==> config.mk <==
export PLATFORM = sky130hd
export DESIGN_NAME = axi4_memory_read_arbiter_flat
export DESIGN_NICKNAME = d
export VERILOG_FILES = /design/src/rtl/axi4_memory_read_arbiter_if.sv /design/src/rtl/axi4_memory_read_arbiter.sv /design/src/flat_wrapper.sv
export SDC_FILE = /design/constraint.sdc
export NUM_CORES = 1
export LEC_CHECK = 0
export CORE_AREA = 4 4 106 108
export DETAILED_ROUTE_END_ITERATION = 10
export DIE_AREA = 0 0 110 112
export DONT_BUFFER_PORTS = 1
export SLEW_MARGIN = 15
export SYNTH_ARGS = -nofsm -noshare
export SYNTH_HDL_FRONTEND = slang
export SYNTH_SLANG_ARGS = --single-unit
==> constraint.sdc <==
create_clock -name clk -period 2.6 [get_ports clk]
set_clock_uncertainty 0.1 [all_clocks]
set_input_delay 0.39 -clock clk [delete_from_list [all_inputs] [get_ports clk]]
set_output_delay 0.39 -clock clk [all_outputs]
set_load 0.1 [all_outputs]
==> src/rtl/axi4_memory_read_arbiter_if.sv <==
// Bundles the requester-side and memory-side AXI4 read channel signals of
// axi4_memory_read_arbiter.
// The master modport is the arbiter's view: it drives the memory AR channel and
// the requester R channel. The slave modport is the surrounding logic's view:
// the cache miss handlers plus the AXI4 slave.
interface axi4_memory_read_arbiter_if #(
    parameter int ADDR_WIDTH = 32,
    parameter int DATA_WIDTH = 64
);
    // Requester side: 0 = instruction cache refill, 1 = data cache refill
    logic [1:0]              reqArValid;
    logic [1:0]              reqArReady;
    logic [2*ADDR_WIDTH-1:0] reqArAddr;
    logic [15:0]             reqArLen;
    logic [1:0]              reqRValid;
    logic [1:0]              reqRReady;
    logic [DATA_WIDTH-1:0]   reqRData;
    logic                    reqRLast;
    logic [1:0]              reqRResp;

    // Memory side: AXI4 read address channel
    logic                    mArValid;
    logic                    mArReady;
    logic [1:0]              mArId;
    logic [ADDR_WIDTH-1:0]   mArAddr;
    logic [7:0]              mArLen;
    logic [2:0]              mArSize;
    logic [1:0]              mArBurst;

    // Memory side: AXI4 read data channel
    logic                    mRValid;
    logic                    mRReady;
    logic [1:0]              mRId;
    logic [DATA_WIDTH-1:0]   mRData;
    logic [1:0]              mRResp;
    logic                    mRLast;

    // Sticky status
    logic                    errUnknownId;

    modport master (
        input  reqArValid, reqArAddr, reqArLen, reqRReady,
        input  mArReady, mRValid, mRId, mRData, mRResp, mRLast,
        output reqArReady, reqRValid, reqRData, reqRLast, reqRResp,
        output mArValid, mArId, mArAddr, mArLen, mArSize, mArBurst, mRReady,
        output errUnknownId
    );

    modport slave (
        output reqArValid, reqArAddr, reqArLen, reqRReady,
        output mArReady, mRValid, mRId, mRData, mRResp, mRLast,
        input  reqArReady, reqRValid, reqRData, reqRLast, reqRResp,
        input  mArValid, mArId, mArAddr, mArLen, mArSize, mArBurst, mRReady,
        input  errUnknownId
    );
endinterface

==> src/rtl/axi4_memory_read_arbiter.sv <==
// axi4_memory_read_arbiter
// Shares one AXI4 read address/data channel between the instruction cache
// refill (requester 0) and the data cache refill (requester 1). AR requests
// are arbitrated and tagged with ARID = requester index. In-flight bursts are
// counted per requester. R beats are routed back by RID.
// Optional build macro RSD_AXI_READ_ARB_FIXED_PRIORITY_EN: when it is defined,
// requester 1 always wins a tie. Otherwise ties are broken round-robin.
module axi4_memory_read_arbiter #(
    parameter int ADDR_WIDTH      = 32,
    parameter int DATA_WIDTH      = 64,
    parameter int MAX_OUTSTANDING = 4
) (
    input  logic                      clk,
    input  logic                      negResetIn,
    axi4_memory_read_arbiter_if.master bus
);
    // The counter is one bit wider than needed for MAX_OUTSTANDING - 1, so it
    // can hold the full value MAX_OUTSTANDING.
    localparam int                    CNT_W   = $clog2(MAX_OUTSTANDING + 1);
    localparam logic [CNT_W-1:0]      CNT_MAX = CNT_W'(MAX_OUTSTANDING);
    localparam logic [CNT_W-1:0]      CNT_ONE = CNT_W'(1);
    localparam logic [2:0]            AR_SIZE = 3'($clog2(DATA_WIDTH / 8));
    localparam logic [1:0]            BURST_INCR = 2'b01;

    localparam logic [0:0] STATE_IDLE  = 1'b0;
    localparam logic [0:0] STATE_ISSUE = 1'b1;

    logic [0:0]       state;
    logic             grant;          // requester that owns the current AR issue
    logic [CNT_W-1:0] outstanding [2];
    logic [1:0]       eligible;
    logic             anyEligible;
    logic             grantNext;
    logic             arHandshake;
    logic             rHandshake;
    logic [1:0]       cntInc;
    logic [1:0]       cntDec;

`ifndef RSD_AXI_READ_ARB_FIXED_PRIORITY_EN
    logic             rrPtr;          // requester favoured on the next tie
`endif

    // A requester competes only while it has room for another burst
    always_comb begin
        eligible = 2'b00;
        for (int i = 0; i < 2; i++) begin
            eligible[i] = bus.reqArValid[i] && (outstanding[i] < CNT_MAX);
        end
        anyEligible = |eligible;
    end

    // Pick the requester to grant if the FSM is idle this cycle
    always_comb begin
`ifdef RSD_AXI_READ_ARB_FIXED_PRIORITY_EN
        grantNext = eligible[1];
`else
        if (&eligible) begin
            grantNext = rrPtr;
        end else begin
            grantNext = eligible[1];
        end
`endif
    end

    // Handshake qualifiers and per-requester counter strobes
    always_comb begin
        arHandshake = (state == STATE_ISSUE) && bus.mArValid && bus.mArReady;
        rHandshake  = bus.mRValid && bus.mRReady;
        cntInc      = 2'b00;
        cntDec      = 2'b00;
        if (arHandshake) begin
            cntInc = grant ? 2'b10 : 2'b01;
        end
        // A beat with an unknown RID never completes a tracked burst
        if (rHandshake && bus.mRLast && !bus.mRId[1]) begin
            cntDec = bus.mRId[0] ? 2'b10 : 2'b01;
        end
    end

    // The accept pulse goes to the owner in the cycle the slave takes the address
    always_comb begin
        bus.reqArReady = 2'b00;
        if (arHandshake) begin
            bus.reqArReady[grant] = 1'b1;
        end
    end

    // AR issue FSM: latch the winner's request in IDLE, hold it in ISSUE until ARREADY
    always_ff @(posedge clk or negedge negResetIn) begin
        if (!negResetIn) begin
            state        <= STATE_IDLE;
            grant        <= 1'b0;
            bus.mArValid <= 1'b0;
            bus.mArId    <= 2'b00;
            bus.mArAddr  <= '0;
            bus.mArLen   <= 8'd0;
        end else begin
            case (state)
                STATE_IDLE: begin
                    if (anyEligible) begin
                        grant        <= grantNext;
                        bus.mArValid <= 1'b1;
                        bus.mArId    <= {1'b0, grantNext};
                        bus.mArAddr  <= grantNext ? bus.reqArAddr[ADDR_WIDTH +: ADDR_WIDTH]
                                                  : bus.reqArAddr[0 +: ADDR_WIDTH];
                        bus.mArLen   <= grantNext ? bus.reqArLen[8 +: 8]
                                                  : bus.reqArLen[0 +: 8];
                        state        <= STATE_ISSUE;
                    end
                end
                STATE_ISSUE: begin
                    if (bus.mArReady) begin
                        bus.mArValid <= 1'b0;
                        state        <= STATE_IDLE;
                    end
                end
                default: begin
                    bus.mArValid <= 1'b0;
                    state        <= STATE_IDLE;
                end
            endcase
        end
    end

`ifndef RSD_AXI_READ_ARB_FIXED_PRIORITY_EN
    // After each issue, the other requester gets the next tie
    always_ff @(posedge clk or negedge negResetIn) begin
        if (!negResetIn) begin
            rrPtr <= 1'b0;
        end else if (arHandshake) begin
            rrPtr <= ~grant;
        end
    end
`endif

    // Outstanding-burst counters. A simultaneous issue and completion cancel out.
    always_ff @(posedge clk or negedge negResetIn) begin
        if (!negResetIn) begin
            for (int i = 0; i < 2; i++) begin
                outstanding[i] <= '0;
            end
        end else begin
            for (int i = 0; i < 2; i++) begin
                if (cntInc[i] && !cntDec[i] && (outstanding[i] != CNT_MAX)) begin
                    outstanding[i] <= outstanding[i] + CNT_ONE;
                end else if (cntDec[i] && !cntInc[i] && (outstanding[i] != '0)) begin
                    outstanding[i] <= outstanding[i] - CNT_ONE;
                end
            end
        end
    end

    // Route R beats by RID; beats with an unknown RID are drained and seen by no requester
    always_comb begin
        bus.reqRValid = 2'b00;
        bus.mRReady   = 1'b0;
        if (bus.mRId[1]) begin
            bus.mRReady = 1'b1;
        end else begin
            bus.reqRValid[bus.mRId[0]] = bus.mRValid;
            bus.mRReady                = bus.reqRReady[bus.mRId[0]];
        end
    end

    // The R payload is shared by both requesters; valid alone selects the owner
    always_comb begin
        bus.reqRData = bus.mRData;
        bus.reqRLast = bus.mRLast;
        bus.reqRResp = bus.mRResp;
    end

    // Constant AR attributes: full-width beats, incrementing bursts
    always_comb begin
        bus.mArSize  = AR_SIZE;
        bus.mArBurst = BURST_INCR;
    end

    // Sticky error flag for any beat carrying an RID outside {0,1}
    always_ff @(posedge clk or negedge negResetIn) begin
        if (!negResetIn) begin
            bus.errUnknownId <= 1'b0;
        end else if (bus.mRValid && bus.mRId[1]) begin
            bus.errUnknownId <= 1'b1;
        end
    end

endmodule
==> src/flat_wrapper.sv <==
// flat-port wrapper written by rule: the top's interface ports become plain ports
module axi4_memory_read_arbiter_flat 
#(
    parameter int ADDR_WIDTH      = 32,
    parameter int DATA_WIDTH      = 64,
    parameter int MAX_OUTSTANDING = 4
)
  (clk, negResetIn, bus_reqArValid, bus_reqArAddr, bus_reqArLen, bus_reqRReady, bus_mArReady, bus_mRValid, bus_mRId, bus_mRData, bus_mRResp, bus_mRLast, bus_reqArReady, bus_reqRValid, bus_reqRData, bus_reqRLast, bus_reqRResp, bus_mArValid, bus_mArId, bus_mArAddr, bus_mArLen, bus_mArSize, bus_mArBurst, bus_mRReady, bus_errUnknownId);
  axi4_memory_read_arbiter_if #(.ADDR_WIDTH(ADDR_WIDTH), .DATA_WIDTH(DATA_WIDTH)) bus_i ();
  input  logic clk;
  input  logic negResetIn;
  input wire logic [$bits(bus_i.reqArValid)-1:0] bus_reqArValid;
  input wire logic [$bits(bus_i.reqArAddr)-1:0] bus_reqArAddr;
  input wire logic [$bits(bus_i.reqArLen)-1:0] bus_reqArLen;
  input wire logic [$bits(bus_i.reqRReady)-1:0] bus_reqRReady;
  input wire logic [$bits(bus_i.mArReady)-1:0] bus_mArReady;
  input wire logic [$bits(bus_i.mRValid)-1:0] bus_mRValid;
  input wire logic [$bits(bus_i.mRId)-1:0] bus_mRId;
  input wire logic [$bits(bus_i.mRData)-1:0] bus_mRData;
  input wire logic [$bits(bus_i.mRResp)-1:0] bus_mRResp;
  input wire logic [$bits(bus_i.mRLast)-1:0] bus_mRLast;
  output wire logic [$bits(bus_i.reqArReady)-1:0] bus_reqArReady;
  output wire logic [$bits(bus_i.reqRValid)-1:0] bus_reqRValid;
  output wire logic [$bits(bus_i.reqRData)-1:0] bus_reqRData;
  output wire logic [$bits(bus_i.reqRLast)-1:0] bus_reqRLast;
  output wire logic [$bits(bus_i.reqRResp)-1:0] bus_reqRResp;
  output wire logic [$bits(bus_i.mArValid)-1:0] bus_mArValid;
  output wire logic [$bits(bus_i.mArId)-1:0] bus_mArId;
  output wire logic [$bits(bus_i.mArAddr)-1:0] bus_mArAddr;
  output wire logic [$bits(bus_i.mArLen)-1:0] bus_mArLen;
  output wire logic [$bits(bus_i.mArSize)-1:0] bus_mArSize;
  output wire logic [$bits(bus_i.mArBurst)-1:0] bus_mArBurst;
  output wire logic [$bits(bus_i.mRReady)-1:0] bus_mRReady;
  output wire logic [$bits(bus_i.errUnknownId)-1:0] bus_errUnknownId;
  assign bus_i.reqArValid = bus_reqArValid;
  assign bus_i.reqArAddr = bus_reqArAddr;
  assign bus_i.reqArLen = bus_reqArLen;
  assign bus_i.reqRReady = bus_reqRReady;
  assign bus_i.mArReady = bus_mArReady;
  assign bus_i.mRValid = bus_mRValid;
  assign bus_i.mRId = bus_mRId;
  assign bus_i.mRData = bus_mRData;
  assign bus_i.mRResp = bus_mRResp;
  assign bus_i.mRLast = bus_mRLast;
  assign bus_reqArReady = bus_i.reqArReady;
  assign bus_reqRValid = bus_i.reqRValid;
  assign bus_reqRData = bus_i.reqRData;
  assign bus_reqRLast = bus_i.reqRLast;
  assign bus_reqRResp = bus_i.reqRResp;
  assign bus_mArValid = bus_i.mArValid;
  assign bus_mArId = bus_i.mArId;
  assign bus_mArAddr = bus_i.mArAddr;
  assign bus_mArLen = bus_i.mArLen;
  assign bus_mArSize = bus_i.mArSize;
  assign bus_mArBurst = bus_i.mArBurst;
  assign bus_mRReady = bus_i.mRReady;
  assign bus_errUnknownId = bus_i.errUnknownId;
  axi4_memory_read_arbiter #(.ADDR_WIDTH(ADDR_WIDTH), .DATA_WIDTH(DATA_WIDTH), .MAX_OUTSTANDING(MAX_OUTSTANDING)) u_core (.clk(clk), .negResetIn(negResetIn), .bus(bus_i));
endmodule
After elaboration in Yosys (flattened, before gate mapping)
Cells that the tools add are included. Widths: inputs -> output; s select.

Register bits: 51. Bits of input ports: 157. Output and inout bits: 121. Word-level logic and storage cells: 83.

Add/sub/neg operators: 4. Magnitude comparators: 6. Equality and inequality tests: 4. Multiplexer cells: 26. Bitwise logic cells: 3. Reduce and logical (&&, ||, !) cells: 31.

Operators by type and width (number): $mux 32 (1); $logic_and 1x1->1 (18); $mux 2 (6); $mux 3 (4); $mux 1 (10); $mux 8 (1); $add 3x1->3 const B (2); $lt 3x3->1 const B (2); $ne 3x3->1 const B (2); $reduce_and 2->1 (3); $reduce_bool 3->1 (2); $sub 3x1->3 const B (2); $logic_not 1->1 (5); $lt 1x2->1 const B (2); $pmux 1 s2 (2); $reduce_bool 2->1 (2); $and 2x2->2 (1); $demux 1 s1 (2); $ge 1x1->1 const B (2); $ne 2x1->1 const B (1); $ne 2x2->1 const B (1); $not 1->1 (2); $reduce_or 2->1 (1).

Depth between registers and ports, before layout
Depth in word-level cells: 11. Gate-level depth with buffers: 7.

Worst setup path before layout
No wires, ideal clock.

Path kind: input port to flip-flop. Start point: in bus_mRId[1]. End point: reg u_core.outstanding[5] (netlist name). Arrival: 2.763 ns. Required time: 2.361 ns. Path slack: -0.402 ns. Stages on the path: 7. Buffers on the path: 0. Cell sequence: nor3b_2 > nand3_1 > nand3_1 > fa_1 > nand2_1 > nor3_1 > o221ai_1.

Word-level cells in the longest chain between the ends: 9. Elaborated cells on any way between the ends: 13. Those cells by class: mux (3); reduce/logical (10).

Ends and longest elaborated chain: from (decl) (RTL line flat_wrapper.sv:18) `input wire logic [$bits(bus_i.mRId)-1:0] bus_mRId;`; $mux 1 (RTL line axi4_memory_read_arbiter.sv:157) `if (bus.mRId[1]) begin`; $logic_and 1x1->1 (RTL line axi4_memory_read_arbiter.sv:68) `rHandshake = bus.mRValid && bus.mRReady;`; $logic_and 1x1->1 (RTL line axi4_memory_read_arbiter.sv:75) `if (rHandshake && bus.mRLast && !bus.mRId[1]) begin`; $logic_and 1x1->1 * (RTL line axi4_memory_read_arbiter.sv:75); $mux 2 * (RTL line axi4_memory_read_arbiter.sv:75); $logic_not 1->1 (RTL line axi4_memory_read_arbiter.sv:144) `if (cntInc[i] && !cntDec[i] && (outstanding[i] != CNT_MAX)) begin`; $logic_and 1x1->1 (2 in series) (RTL line axi4_memory_read_arbiter.sv:144); $mux 3 / $reduce_bool 2->1 (equally long branches); to (signal, indexed assignment) (RTL line axi4_memory_read_arbiter.sv:145) `outstanding[i] <= outstanding[i] + CNT_ONE;`; to (signal, indexed assignment) (RTL line axi4_memory_read_arbiter.sv:147) `outstanding[i] <= outstanding[i] - CNT_ONE;`; to (decl) (RTL line axi4_memory_read_arbiter.sv:30) `logic [CNT_W-1:0] outstanding [2];`.

Every way passes the cells marked *; elsewhere a longest branch is shown, timed or not. A chain may end at the register's enable or synchronous reset.

Worst setup path in the final report
Start point: reg u_core.state. End point: reg u_core.outstanding[2] (netlist name).

Word-level cells in the longest chain between the ends: 7. Elaborated cells on any way between the ends: 10. Those cells by class: mux (2); reduce/logical (8).

Ends and longest elaborated chain: from (decl) (RTL line axi4_memory_read_arbiter.sv:28) `logic [0:0] state;`; from (signal assigned) (RTL line axi4_memory_read_arbiter.sv:91) `state <= STATE_IDLE;`; from (signal assigned) (RTL line axi4_memory_read_arbiter.sv:108) `state <= STATE_ISSUE;`; from (signal assigned) (RTL line axi4_memory_read_arbiter.sv:114) `state <= STATE_IDLE;`; $logic_and 1x1->1 * (2 in series) (RTL line axi4_memory_read_arbiter.sv:67) `arHandshake = (state == STATE_ISSUE) && bus.mArValid && bus.mArReady;`; $mux 2 * (RTL line axi4_memory_read_arbiter.sv:71) `if (arHandshake) begin`; $logic_not 1->1 (RTL line axi4_memory_read_arbiter.sv:146) `end else if (cntDec[i] && !cntInc[i] && (outstanding[i] != '0)) begin`; $logic_and 1x1->1 (2 in series) (RTL line axi4_memory_read_arbiter.sv:146); $reduce_bool 2->1 (no line).

Marks and branches as above.

==> key figures <==
Layout
  • Share of cells above drive strength 1: 14.50%
  • N_diodes: 0
  • Fin cells: 405
  • Layout Utilization: slightly below 30%
  • Area occupied by multi-input gates: 1301 um2
  • Reg area: 1277 um2
  • Fill cells: 1056
  • Fin nets: approximately 430
  • Area delta synth->final: -6.656%

Critical path
  • Critical path capture point type: flip-flop
  • Crit Path Max Fanout: 7
  • CP Class: reg -> reg
  • CP required: 2.69 ns
  • Worst Path Arrival: 2.35 ns
  • CP startpoint kind: flip-flop

Timing
  • Fin crit period: 2.254 ns
  • Final Hold Viols: 0
  • Max Slew Vio Count: 0
  • F_max: 0.4436 GHz
  • Setup_tns: 0 ns
  • Final setup viols: 0
  • Max-slew headroom: 37.56%
  • RSZ-0062 raised after global routing: no
  • Final period util: 86.71%
  • Least-Margin Pin Slew: 0.9366 ns

Synthesis
  • Netlist cell types: 46
  • Top post-synthesis cells by count: buf_4, dfrtp_1, nor2_1, a21oi_1, mux2i_1
  • Post-synth EDFFs: 0
  • Syn avg cell area: 9.881 um2
  • Ys flop type: dfrtp_1
  • Cell with the most instances after synthesis: buf_4
  • Yosys warns: 0
  • Synthesized area: between 3000 and 4000 um2
  • Async SR Flop Fraction: 100.0%
  • Area contributors post-synth: dfrtp_1, buf_4, mux2i_1
  • Synthesized flop and latch total: 51
  • Post-Syn Instances: ~330
  • Synth top area share: 39.02%
  • Yosys top cell by area: dfrtp_1
  • Register area share after synthesis: 39.02%

CTS
  • Bufs on Longest Clock Path: 2
  • Postcts setup bufs: 0
  • CTS Sinks: 51
  • Reg clk slew, reported paths: 0.09 ns
  • Root buf cell: clkbuf_8
  • CTS tree: done
  • Latest clock arrival within the worst-skew pair: 0.30 ns
  • Post-CTS Hold Buffers: 2
  • Max H-tree Level: 2
  • Cts repair resizes: 0
  • CTS Buf Count: 5

Die
  • Die Ht: 112 um
  • Initial Util: 31.97%
  • IO Pins: between 200 and 300
  • Die area: 12320 um2
  • Rows: 37
  • Die W: roughly 110 um
  • Core area: 10230 um2

Min path
  • Class of the worst hold path: in -> reg

Drt
  • DRT Pass-1 Iters: 4
  • Post-DR wirelength/cell: between 15 and 20 um
  • Vias: 1934
  • # DRC: 0
  • Vias per cell: between 4 and 5
  • Routed Antenna Nets: 0
  • Routed WL: 6.987 mm
  • DR iter-0 viols: 39

Global routing
  • M2 GR Usage: 19.38%
  • Total track usage: 10.34%
  • Initial antenna violation count: 0
  • Largest net degree at the start of global routing: 81
  • First-pass GRT wire length: 9.929 mm
  • Overflow after GRT: 0
  • Most used routing layer: met2
  • Met3 Use GR: 3.826%
  • Vias in the first global route: 1945
  • GR Util met1: 9.932%

Run
  • Max-Cap Viols: 0

Power
  • IR Drop Worst-Case VDD: around 0.7 mV
  • Leakage: between 0.001 and 0.0015 uW
  • Pwr dens: 1842 nW/um2
  • Power Total: around 5600 uW

Placed design
  • IO buf count: 0
  • Placed insts: slightly below 400
  • Dpl hpwl: 5.401 mm
  • Gpl congestion: 0.7462

Status
  • Status: completed
-- worst paths after layout --
path | from | to | slack, ns | cells past startpoint
worst max-delay path | u_core.state | u_core.outstanding[2] | 0.35 | 6
worst min-delay path | bus_mArReady | u_core.bus.mArValid | 0.06 | 1
worst max register to register | u_core.state | u_core.outstanding[2] | 0.35 | 6
worst min register to register | u_core.rrPtr | u_core.rrPtr | 0.42 | 1
max in group asynchronous | negResetIn | u_core.bus.mArLen[0] | 1.68 | 2
min in group asynchronous | negResetIn | u_core.bus.mArAddr[31] | 0.48 | 2
-- stage by stage --
stage          instance area [um2]  hold slack (ns)  setup WS (ns)
2_1_floorplan                 3293        -0.005591        0.07605
5_1_grt                       3053          0.02512         0.1987
6_report                      3053          0.05783         0.3456
3_5_place_dp                  2898        -0.004424         0.3582
3_3_place_gp                  2898        -0.003789         0.4200
4_1_cts                       3053          0.03288         0.3459
-- logic make-up after synthesis --
family / Yosys count / share of synthesized area, %
xor+xnor: 2 / 0.7653
fa+ha+maj: 2 / 1.224
buf+inv: 96 / 22.19
flops: 51 / 39.02
compound gates: 59 / 11.71
mux: 43 / 13.35
simple gates: 76 / 11.52
other cells: 2 / 0.2296
-- worst max-delay path, cell delays in order (launching register included) --
cell and delay [ns]:
dfrtp_1 0.49, nand4_2 0.24, a31oi_4 0.26, nand2_1 0.10
fa_1 0.43, a2bb2oi_2 0.18, a221o_1 0.34
-- layout make-up --
class                   count  area share [%]
clock buffers               6           2.705
well taps                 136           5.574
flip-flops and latches     51           41.84
repair buffers             15           5.246
clock inverters             2           1.148
inverters                   7          0.8607
multi-input cells         188           42.62
-- sequential cells by signal, summed over array words and instances, names as in the netlist --
signal and cells:
u_core.bus.mArAddr 32, u_core.bus.mArLen 8, u_core.outstanding 6, u_core.bus.errUnknownId 1
u_core.bus.mArValid 1, u_core.grant 1, u_core.rrPtr 1, u_core.state 1
-- power breakdown --
group / switching [uW] / leakage, uW / internal, uW
Sequential: 2410 / 0.000570 / 1110
Combinational: 954 / 0.000604 / 573
Clock: 263 / 0.0000612 / 312
-- layout by cell type, fill, tap and decap left out, types with 3 or more instances in the layout --
cell type  Yosys  final
nor2b_1        3      3
clkbuf_8       0      6
mux2i_1       41     41
inv_1          7      7
nand3_1        5      5
a21oi_1       44     43
nand2_1        6      6
conb_1         2      6
buf_4         74     11
nor2_1        46     46
dfrtp_1       51     50
-- layer usage --
metal / share of wire (%) / wire (um)
met5: 0 / 0
met4: 2.2 / 151
met3: 11 / 801
met2: 53 / 3694
met1: 33 / 2340
(Power assumes the default switching activity.)
